File: src/rtl/pwm_deadtime.sv
// Complementary high/low gate driver with a programmable break-before-make dead time.
// Define PWM_DEADTIME_FAULT_EN to add a latched, synchronised fault input.
module pwm_deadtime #(
   parameter int unsigned         DT_WIDTH   = 8,
   parameter logic [DT_WIDTH-1:0] DEFAULT_DT = DT_WIDTH'(4)
) (
   input  logic                clk,
   input  logic                rst,
   input  logic                en,
   input  logic                wr_dead_time,
   input  logic [DT_WIDTH-1:0] dead_time,
   input  logic                pwm_in,
`ifdef PWM_DEADTIME_FAULT_EN
   input  logic                fault,
`endif
   output logic                out_hi,
   output logic                out_lo,
   output logic                dt_active,
   output logic                short_pulse
);

   typedef enum logic [2:0] {
      StOff,
      StDtToLo,
      StLoOn,
      StDtToHi,
      StHiOn
`ifdef PWM_DEADTIME_FAULT_EN
      , StFault
`endif
   } state_e;

   state_e              state_q, state_d;
   logic [DT_WIDTH-1:0] cnt_q, cnt_d;
   logic [DT_WIDTH-1:0] dt_q;
   logic                pwm_r1, pwm_s;
   logic                wr_r1, wr_r2;
   logic                wr_pulse;
   logic                sp_set;
`ifdef PWM_DEADTIME_FAULT_EN
   logic                fault_r1, fault_s;
`endif

   assign wr_pulse = wr_r1 & ~wr_r2;

   always_ff @(posedge clk or posedge rst) begin
      if (rst) begin
         pwm_r1   <= 1'b0;
         pwm_s    <= 1'b0;
         wr_r1    <= 1'b0;
         wr_r2    <= 1'b0;
`ifdef PWM_DEADTIME_FAULT_EN
         fault_r1 <= 1'b0;
         fault_s  <= 1'b0;
`endif
      end else begin
         pwm_r1   <= pwm_in;
         pwm_s    <= pwm_r1;
         wr_r1    <= wr_dead_time;
         wr_r2    <= wr_r1;
`ifdef PWM_DEADTIME_FAULT_EN
         fault_r1 <= fault;
         fault_s  <= fault_r1;
`endif
      end
   end

   // A write and a short-pulse detection on the same edge: the write's clear wins.
   always_ff @(posedge clk or posedge rst) begin
      if (rst) begin
         state_q     <= StOff;
         cnt_q       <= '0;
         dt_q        <= DEFAULT_DT;
         short_pulse <= 1'b0;
      end else begin
         state_q <= state_d;
         cnt_q   <= cnt_d;
         if (wr_pulse) begin
            dt_q        <= dead_time;
            short_pulse <= 1'b0;
         end else if (sp_set) begin
            short_pulse <= 1'b1;
         end
      end
   end

   always_comb begin
      state_d = state_q;
      cnt_d   = cnt_q;
      sp_set  = 1'b0;
`ifdef PWM_DEADTIME_FAULT_EN
      if (fault_s) begin
         state_d = StFault;
         cnt_d   = '0;
      end else if (state_q == StFault) begin
         cnt_d = '0;
         if (!en) state_d = StOff;
      end else
`endif
      if (!en) begin
         state_d = StOff;
         cnt_d   = '0;
      end else begin
         case (state_q)
            StOff: begin
               state_d = StDtToLo;
               cnt_d   = dt_q;
            end
            StLoOn: begin
               if (pwm_s) begin
                  state_d = StDtToHi;
                  cnt_d   = dt_q;
               end
            end
            StDtToHi: begin
               if (!pwm_s) begin
                  state_d = StLoOn;
                  sp_set  = 1'b1;
               end else if (cnt_q == '0) begin
                  state_d = StHiOn;
               end else begin
                  cnt_d = cnt_q - DT_WIDTH'(1);
               end
            end
            StHiOn: begin
               if (!pwm_s) begin
                  state_d = StDtToLo;
                  cnt_d   = dt_q;
               end
            end
            StDtToLo: begin
               if (pwm_s) begin
                  state_d = StDtToHi;
                  cnt_d   = dt_q;
                  sp_set  = 1'b1;
               end else if (cnt_q == '0) begin
                  state_d = StLoOn;
               end else begin
                  cnt_d = cnt_q - DT_WIDTH'(1);
               end
            end
            default: begin
               state_d = StOff;
               cnt_d   = '0;
            end
         endcase
      end
   end

   // Outputs decode the state register only, so the two drives can never overlap.
   assign out_hi    = (state_q == StHiOn);
   assign out_lo    = (state_q == StLoOn);
   assign dt_active = (state_q == StDtToHi) || (state_q == StDtToLo);

endmodule

File: config.mk
export PLATFORM = sky130hd
export DESIGN_NAME = pwm_deadtime
export DESIGN_NICKNAME = d
export VERILOG_FILES = /design/src/rtl/pwm_deadtime.sv
export SDC_FILE = /design/constraint.sdc
export NUM_CORES = 1
export LEC_CHECK = 0
export CORE_UTILIZATION = 53
export DETAILED_ROUTE_END_ITERATION = 6
export PLACE_DENSITY = 0.88
export SKIP_LAST_GASP = 1
export SYNTH_ARGS = -nofsm -noshare
export SYNTH_HDL_FRONTEND = slang
export SYNTH_SLANG_ARGS = --single-unit
File: constraint.sdc
create_clock -name clk -period 2.4 [get_ports clk]
set_input_delay 0.72 -clock clk [delete_from_list [all_inputs] [get_ports clk]]
set_output_delay 0.72 -clock clk [all_outputs]
set_load 0.05 [all_outputs]
Yosys cells after proc, flatten, opt, wreduce, memory -nomap -nowiden --
Cells that the tools add are included.
Cells by class: reductions and logical operators 6, add/subtract/negate cells 1, bitwise operators 2, div/mod/pow operators 0, $mul 0, order comparisons 0, shift-type cells 0, muxes and demuxes 21, equal/unequal tests 9
Operators with widths (count):
- 8-bit two-way mux | 6
- 8-bit one-hot mux with 5 select lines | 1
- 3-bit two-way mux | 7
- 3-bit one-hot mux with 5 select lines | 1
- 8-bit zero test | 1
- 4-bit inequality test, second input constant | 2
- 8-bit by 1-bit subtractor with 8-bit output, second input constant | 1
- 3-bit by 2-bit equality test with 1-bit output, second input constant | 2
- 3-bit inequality test, second input constant | 2
- 1-bit two-way mux | 5
- 4-bit AND reduction | 1
- 3-bit by 1-bit equality test with 1-bit output, second input constant | 1
- 3-bit equality test, second input constant | 1
- 3-bit zero test | 1
- 3-bit by 2-bit inequality test with 1-bit output, second input constant | 1
- 3-bit AND reduction | 1
- 1-bit one-hot mux with 2 select lines | 1
- 2-bit nonzero test | 1
- 1-bit AND | 1
- 1-bit logical OR | 1
- 1-bit inverter | 1
Word-level totals: output and inout port bits 4, bits in writable memories 0, latch bits 0, input port bits 13, memories kept 0, bits in read-only memories 0, logic and storage cells 47, register bits after elaboration 24

Depth between registers and ports, before layout --
Gate-level depths: netlist (run 1).
depth after elaboration 5, mapped depth 6

Worst setup path before layout (run 1) --
OpenSTA, ideal clock, no wires.
path kind register -> output, start reg state_q[1], end out out_lo, cell stages (with the launch flop) 3, setup slack -0.142 ns, required time 1.680 ns, arrival time 1.822 ns, cell sequence dfrtp_1 -> clkbuf_1 -> nor3b_1
Between the ends: word-level cells in the longest chain between the ends 1
Ends and longest elaborated chain:
- start, declared | line 33 | state_e state_q, state_d;
- start signal, assigned | line 71 | state_q <= StOff;
- start signal, assigned | line 76 | state_q <= state_d;
- 3-bit by 2-bit equality test with 1-bit output | line 152 | assign out_lo = (state_q == StLoOn);
- end, declared | line 17 | output logic out_lo,
No other way between the ends.

Worst setup path in the final report (run 1) --
start reg short_pulse, end out short_pulse
RTL lines:
- start, declared | line 19 | output logic short_pulse
- start signal, assigned | line 74 | short_pulse <= 1'b0;
- start signal, assigned | line 80 | short_pulse <= 1'b0;
- start signal, assigned | line 82 | short_pulse <= 1'b1;
No word-level cell between the ends.

==> impl_metrics.csv, run 1 <==
group,metric,value,unit
layout,fin_util,68.2,%
clock_tree,path_clk_slew,130,ps
clock_tree,clk_latency,300,ps
synth,ys_seq_elements,24,
drt,drc,0,
setup_path,reg2reg_to,"cnt_q[2]$_DFFE_PP0P_",
drt,via_count,1031,
synth,synth_seq_area_share,48.0,%
synth,yosysWarnings,0,
setup_path,crit_family,"buffers and inverters",
setup_path,worstPathArrival,1500,ps
layout,final_cell_mix,"dfrtp_1 (23), clkdlybuf4s50_1 (13), mux2_2 (8), nand2_1 (7), inv_1 (6)",
placement,portBuffers,16,
timing,clock.fmax,450,MHz
die,start_util,56.7,%
global_routing,antenna_found_initial,0,
timing,finalSetupViolations,0,
setup_path,crit_type,"reg2out",
setup_path,worstRegToRegCells,6,
die,die_w,50.7,um
setup_path,start_kind,"register",
power,ir_worst_vdd,0.000570,V
synth,netlist_instances,119,
setup_path,path_max_fanout,2,
timing,fin_crit,2220,ps
clock_tree,cts_tree,"built",
synth,netlist_area,1250,um2
timing,finalMaxSlewViolations,0,
hold_path,hold_end,"pwm_s$_DFF_PP0_",
power,p_leak,0.626,nW
placement,numPlacedInstances,161,
timing,max-slew-margin-rel,52.3,%
drt,via_per_inst,6.25,
layout,final_common_cell,"dfrtp_1",
clock_tree,cts-root-buf,"clkbuf_4",
layout,finalNonFillerCells,165,
hold_path,min-delay-start,"pwm_r1$_DFF_PP0_",
timing,rsz0062_at_grt,"false",
synth,avgSynthCellArea,10.5,um2
global_routing,grt_max_degree,14,
power,p_per_area,700,nW/um2
die,dieArea,2570,um2
layout,drive_gt1_share,19.0,%
setup_path,max_stage_delay,810,ps
clock_tree,cts_resized,0,
clock_tree,cts_buffer_depth,2,
timing,hold_viol_final,0,
clock_tree,htreeDepth,1,
setup_path,endpoint_kind,"output pin",
drt,wl_per_cell,16.0,um
drt,detail-route-antenna-nets,0,
synth,synth.distinct_cells,44,
setup_path,crit_slowest_cell,"clkdlybuf4s50_1",
status,outcome,"finished clean",
synth,synth-main-ff-cell,"dfrtp_1",
die,std_cell_rows,17,
timing,setup_tns,0,ps
layout,area_growth,20.2,%
setup_path,crit_chain,"clkdlybuf4s50_1",
die,ios,17,
layout,fin_nets,153,
drt,dr.pass1.iters,4,
clock_tree,clock-sinks,24,
layout,antenna_cells,0,
placement,gp_congestion,0.932,
hold_path,hold_path_class,"reg2reg",
drt,drt_iter0_markers,39,
clock_tree,hold_buffers,0,
timing,post-route-period-util,92.6,%
global_routing,grt_overflow,0,
synth,postSynth.asyncResetShare,100,%
timing,worst_pin_slew,714,ps
clock_tree,cts_made_buffers,3,
timing,finClkSkew,6.78,ps
die,core_area,2210,um2
run,drv_cap,0,
global_routing,track_usage,23.5,%
clock_tree,post_cts_buffers,0,
drt,routed_wl,2640,um
setup_path,ff2ff_setup_slack,310,ps
global_routing,grt_pass1_vias,1016,
setup_path,r2r_start,"cnt_q[0]$_DFFE_PP0P_",
hold_path,hold_depth,0,
setup_path,worstPathRequired,1680,ps
die,fp.dieH,50.7,um
setup_path,worst-path-buf-inv,1,
synth,synth_edf_count,0,
global_routing,grt_pass1_wl,4480,um
placement,dp.final_hpwl,2100,um
synth,synth_fp_nets,134,
-- power breakdown --
group | internal, mW | switching [mW] | leakage, nW
Combinational | 0.167 | 0.188 | 0.314
Clock | 0.0647 | 0.112 | 0.0150
Sequential | 0.460 | 0.0639 | 0.297
-- how the worst max path moves through the flow --
stage	from	end	slack, ps	cells after the start
after global routing	short_pulse$_DFFE_PP0P_	short_pulse	120	1
after floorplan	state_q[2]$_DFFE_PP0P_	dt_active	310	2
final	short_pulse$_DFFE_PP0P_	short_pulse	180	1
after detailed placement	en	cnt_q[3]$_DFFE_PP0P_	230	5
after global placement	en	cnt_q[5]$_DFFE_PP0P_	280	5
after CTS	short_pulse$_DFFE_PP0P_	short_pulse	170	1
-- logic make-up after synthesis --
kind of cell    Yosys count  synth area share (%)
buf+inv                  12                  3.79
fa+ha+maj                 2                  1.99
simple gates             39                  18.8
flops                    24                  48.0
compound gates           32                  18.7
mux                       9                  7.98
xor+xnor                  1                 0.698
-- cell type report --
type,instances,area (um2)
fillers,174,703
repair buffers,20,208
flip-flops and latches,24,602
clock buffers,4,26.3
multi-input cells,83,616
inverters,6,22.5
well taps,28,35.0
-- metrics by stage --
stage | setup slack, ps | instance area [um2] | power [mW] | hold slack, ps
after global routing | 119 | 1510 | 1.12 | 393
after detailed placement | 226 | 1480 | 0.882 | 348
after global placement | 279 | 1480 | 0.860 | 336
after CTS | 174 | 1510 | 1.06 | 377
final | 178 | 1510 | 1.06 | 376
after floorplan | 314 | 1260 | 0.769 | 331
-- metal layers --
| layer | up-vias | global-route usage (%) | share of wire (%) |
|---|---|---|---|
| met1 | 493 | 31.9 | 42 |
| li1 | 480 | - | - |
| met4 | 0 | 8.80 | 1.4 |
| met3 | 7 | 2.73 | 6.0 |
| met5 | - | 0 | 0 |
| met2 | 51 | 38.7 | 51 |
-- Yosys cell counts (all sizes together), types with 3 or more instances --
| cell type | number | share of area (%) |
|---|---|---|
| a31oi | 5 | 2.5 |
| nor3 | 3 | 1.2 |
| a32oi | 5 | 3.5 |
| nor3b | 3 | 1.8 |
| nand3 | 3 | 1.2 |
| o211ai | 3 | 1.8 |
| nor2 | 5 | 1.5 |
| dfrtp | 23 | 46 |
| o21ai | 3 | 1.2 |
| mux2 | 8 | 7.2 |
| o21a | 3 | 1.8 |
| clkbuf | 4 | 1.2 |
| inv | 6 | 1.8 |
| nand2 | 7 | 2.1 |
-- flip-flops by register name, summed over array words and instances, names as in the netlist --
name / flops
cnt_q: 8
short_pulse: 1
pwm_r1: 1
dt_q: 8
wr_r2: 1
wr_r1: 1
state_q: 3
pwm_s: 1
Note: power is estimated with default switching activity, not from simulation.
==> run 2: changes to the inputs <==
--- a/config.mk
+++ b/config.mk
@@ -5,6 +5,7 @@
 export SDC_FILE = /design/constraint.sdc
 export NUM_CORES = 1
 export LEC_CHECK = 0
+export CORE_MARGIN = 3
 export CORE_UTILIZATION = 53
 export DETAILED_ROUTE_END_ITERATION = 6
 export PLACE_DENSITY = 0.88
==> impl_metrics.csv, run 2 (synthesis gave the netlist of run 1 again) <==
group,metric,value,unit
placement,numPlacedInstances,159,
layout,final_common_cell,"dfrtp_1",
clock_tree,cts_buffer_depth,2,
global_routing,grt_max_degree,25,
clock_tree,hold_buffers,0,
placement,gp_congestion,0.885,
setup_path,crit_type,"reg2out",
timing,hold_viol_final,0,
layout,drive_gt1_share,19.1,%
layout,top_regs,"cnt_q x8, dt_q x8, state_q x3",
layout,final_cell_mix,"dfrtp_1 (23), clkdlybuf4s50_1 (13), mux2_2 (8), nand2_1 (7), inv_1 (6)",
setup_path,max_stage_delay,810,ps
timing,setup_tns,0,ps
timing,max-slew-margin-rel,51.5,%
setup_path,crit_chain,"clkdlybuf4s50_1",
setup_path,worst-path-buf-inv,1,
die,std_cell_rows,16,
clock_tree,cts-root-buf,"clkbuf_4",
hold_path,hold_depth,0,
global_routing,antenna_found_initial,0,
setup_path,reg2reg_to,"cnt_q[2]$_DFFE_PP0P_",
hold_path,hold_path_class,"reg2reg",
die,start_util,59.7,%
setup_path,endpoint_kind,"output pin",
setup_path,crit_family,"buffers and inverters",
clock_tree,cts_made_buffers,3,
setup_path,worstRegToRegCells,6,
clock_tree,clock-sinks,24,
setup_path,path_max_fanout,2,
timing,finalMaxSlewViolations,0,
timing,finalSetupViolations,0,
layout,area_growth,20.3,%
power,power.total,1.10,mW
setup_path,ff2ff_setup_slack,300,ps
layout,antenna_cells,0,
timing,worst_pin_slew,725,ps
placement,dp.final_hpwl,2000,um
status,outcome,"finished clean",
timing,post-route-period-util,92.1,%
die,ios,17,
global_routing,grt_overflow,0,
timing,finClkSkew,15.5,ps
clock_tree,htreeDepth,1,
setup_path,worstPathRequired,1680,ps
global_routing,grt_pass1_vias,946,
drt,dr.pass1.iters,4,
hold_path,min-delay-start,"pwm_r1$_DFF_PP0_",
die,dieArea,2990,um2
drt,detail-route-antenna-nets,0,
timing,rsz0062_at_grt,"false",
clock_tree,cts_resized,0,
clock_tree,clk_latency,330,ps
die,die_w,54.7,um
power,p_per_area,726,nW/um2
die,fp.dieH,54.7,um
die,core_area,2100,um2
clock_tree,path_clk_slew,120,ps
setup_path,r2r_start,"cnt_q[0]$_DFFE_PP0P_",
power,p_leak,0.627,nW
drt,routed_wl,2760,um
global_routing,grt_pass1_wl,4650,um
timing,clock.fmax,452,MHz
clock_tree,cts_tree,"built",
layout,finalNonFillerCells,163,
drt,drt_iter0_markers,32,
drt,drc,0,
clock_tree,post_cts_buffers,0,
power,ir_worst_vdd,0.000501,V
timing,fin_crit,2210,ps
global_routing,track_usage,22.6,%
placement,portBuffers,16,
setup_path,worstPathArrival,1490,ps
drt,wl_per_cell,17.0,um
hold_path,hold_end,"pwm_s$_DFF_PP0_",
drt,via_count,1012,
layout,fin_nets,152,
drt,via_per_inst,6.21,
setup_path,start_kind,"register",
run,drv_cap,0,
setup_path,crit_slowest_cell,"clkdlybuf4s50_1",
## run 2: cell types whose count changed in the layout (fill, tap and decap cells not counted), sizes merged
cell / previous run / this run
buf: 7 / 6
## run 2: power by group
part / leakage (nW) / internal (mW) / switching, mW / total, mW
Combinational: 0.309 / 0.166 / 0.190 / 0.357
Clock: 0.0210 / 0.0929 / 0.121 / 0.214
Sequential: 0.297 / 0.460 / 0.0651 / 0.525
## run 2: routing by layer
| metal | track usage, % | vias to the layer above | share of wire (%) |
|---|---|---|---|
| met3 | 5.45 | 5 | 6.7 |
| met4 | 7.47 | 0 | 1.2 |
| met5 | 0 | - | 0 |
| met2 | 33.1 | 55 | 47 |
| li1 | - | 482 | - |
| met1 | 32.4 | 470 | 45 |
## run 2: worst max-delay path by stage
stage | start | endpoint | slack, ps | cells after the start
floorplan | state_q[2]$_DFFE_PP0P_ | dt_active | 310 | 2
global placement | en | cnt_q[5]$_DFFE_PP0P_ | 270 | 5
detailed placement | en | cnt_q[5]$_DFFE_PP0P_ | 240 | 5
CTS | short_pulse$_DFFE_PP0P_ | short_pulse | 180 | 1
global route | cnt_q[0]$_DFFE_PP0P_ | cnt_q[2]$_DFFE_PP0P_ | 100 | 6
finish | short_pulse$_DFFE_PP0P_ | short_pulse | 190 | 1
## run 2: stage by stage
step	hold WS, ps	utilization [%]	worst slack (ps)	area, um2
2_1_floorplan	331	-	314	1260
3_5_place_dp	358	70.1	245	1470
4_1_cts	386	71.8	184	1510
5_1_grt	387	71.8	103	1510
3_3_place_gp	339	70.1	268	1470
6_report	380	71.8	189	1510
## run 2: final cells by class
class / count / area (um2)
sequential: 24 / 602
fill: 161 / 592
timing repair buffer: 19 / 200
inverter: 6 / 22.5
multi-input combinational: 83 / 616
tap: 27 / 33.8
clock buffer: 4 / 36.3
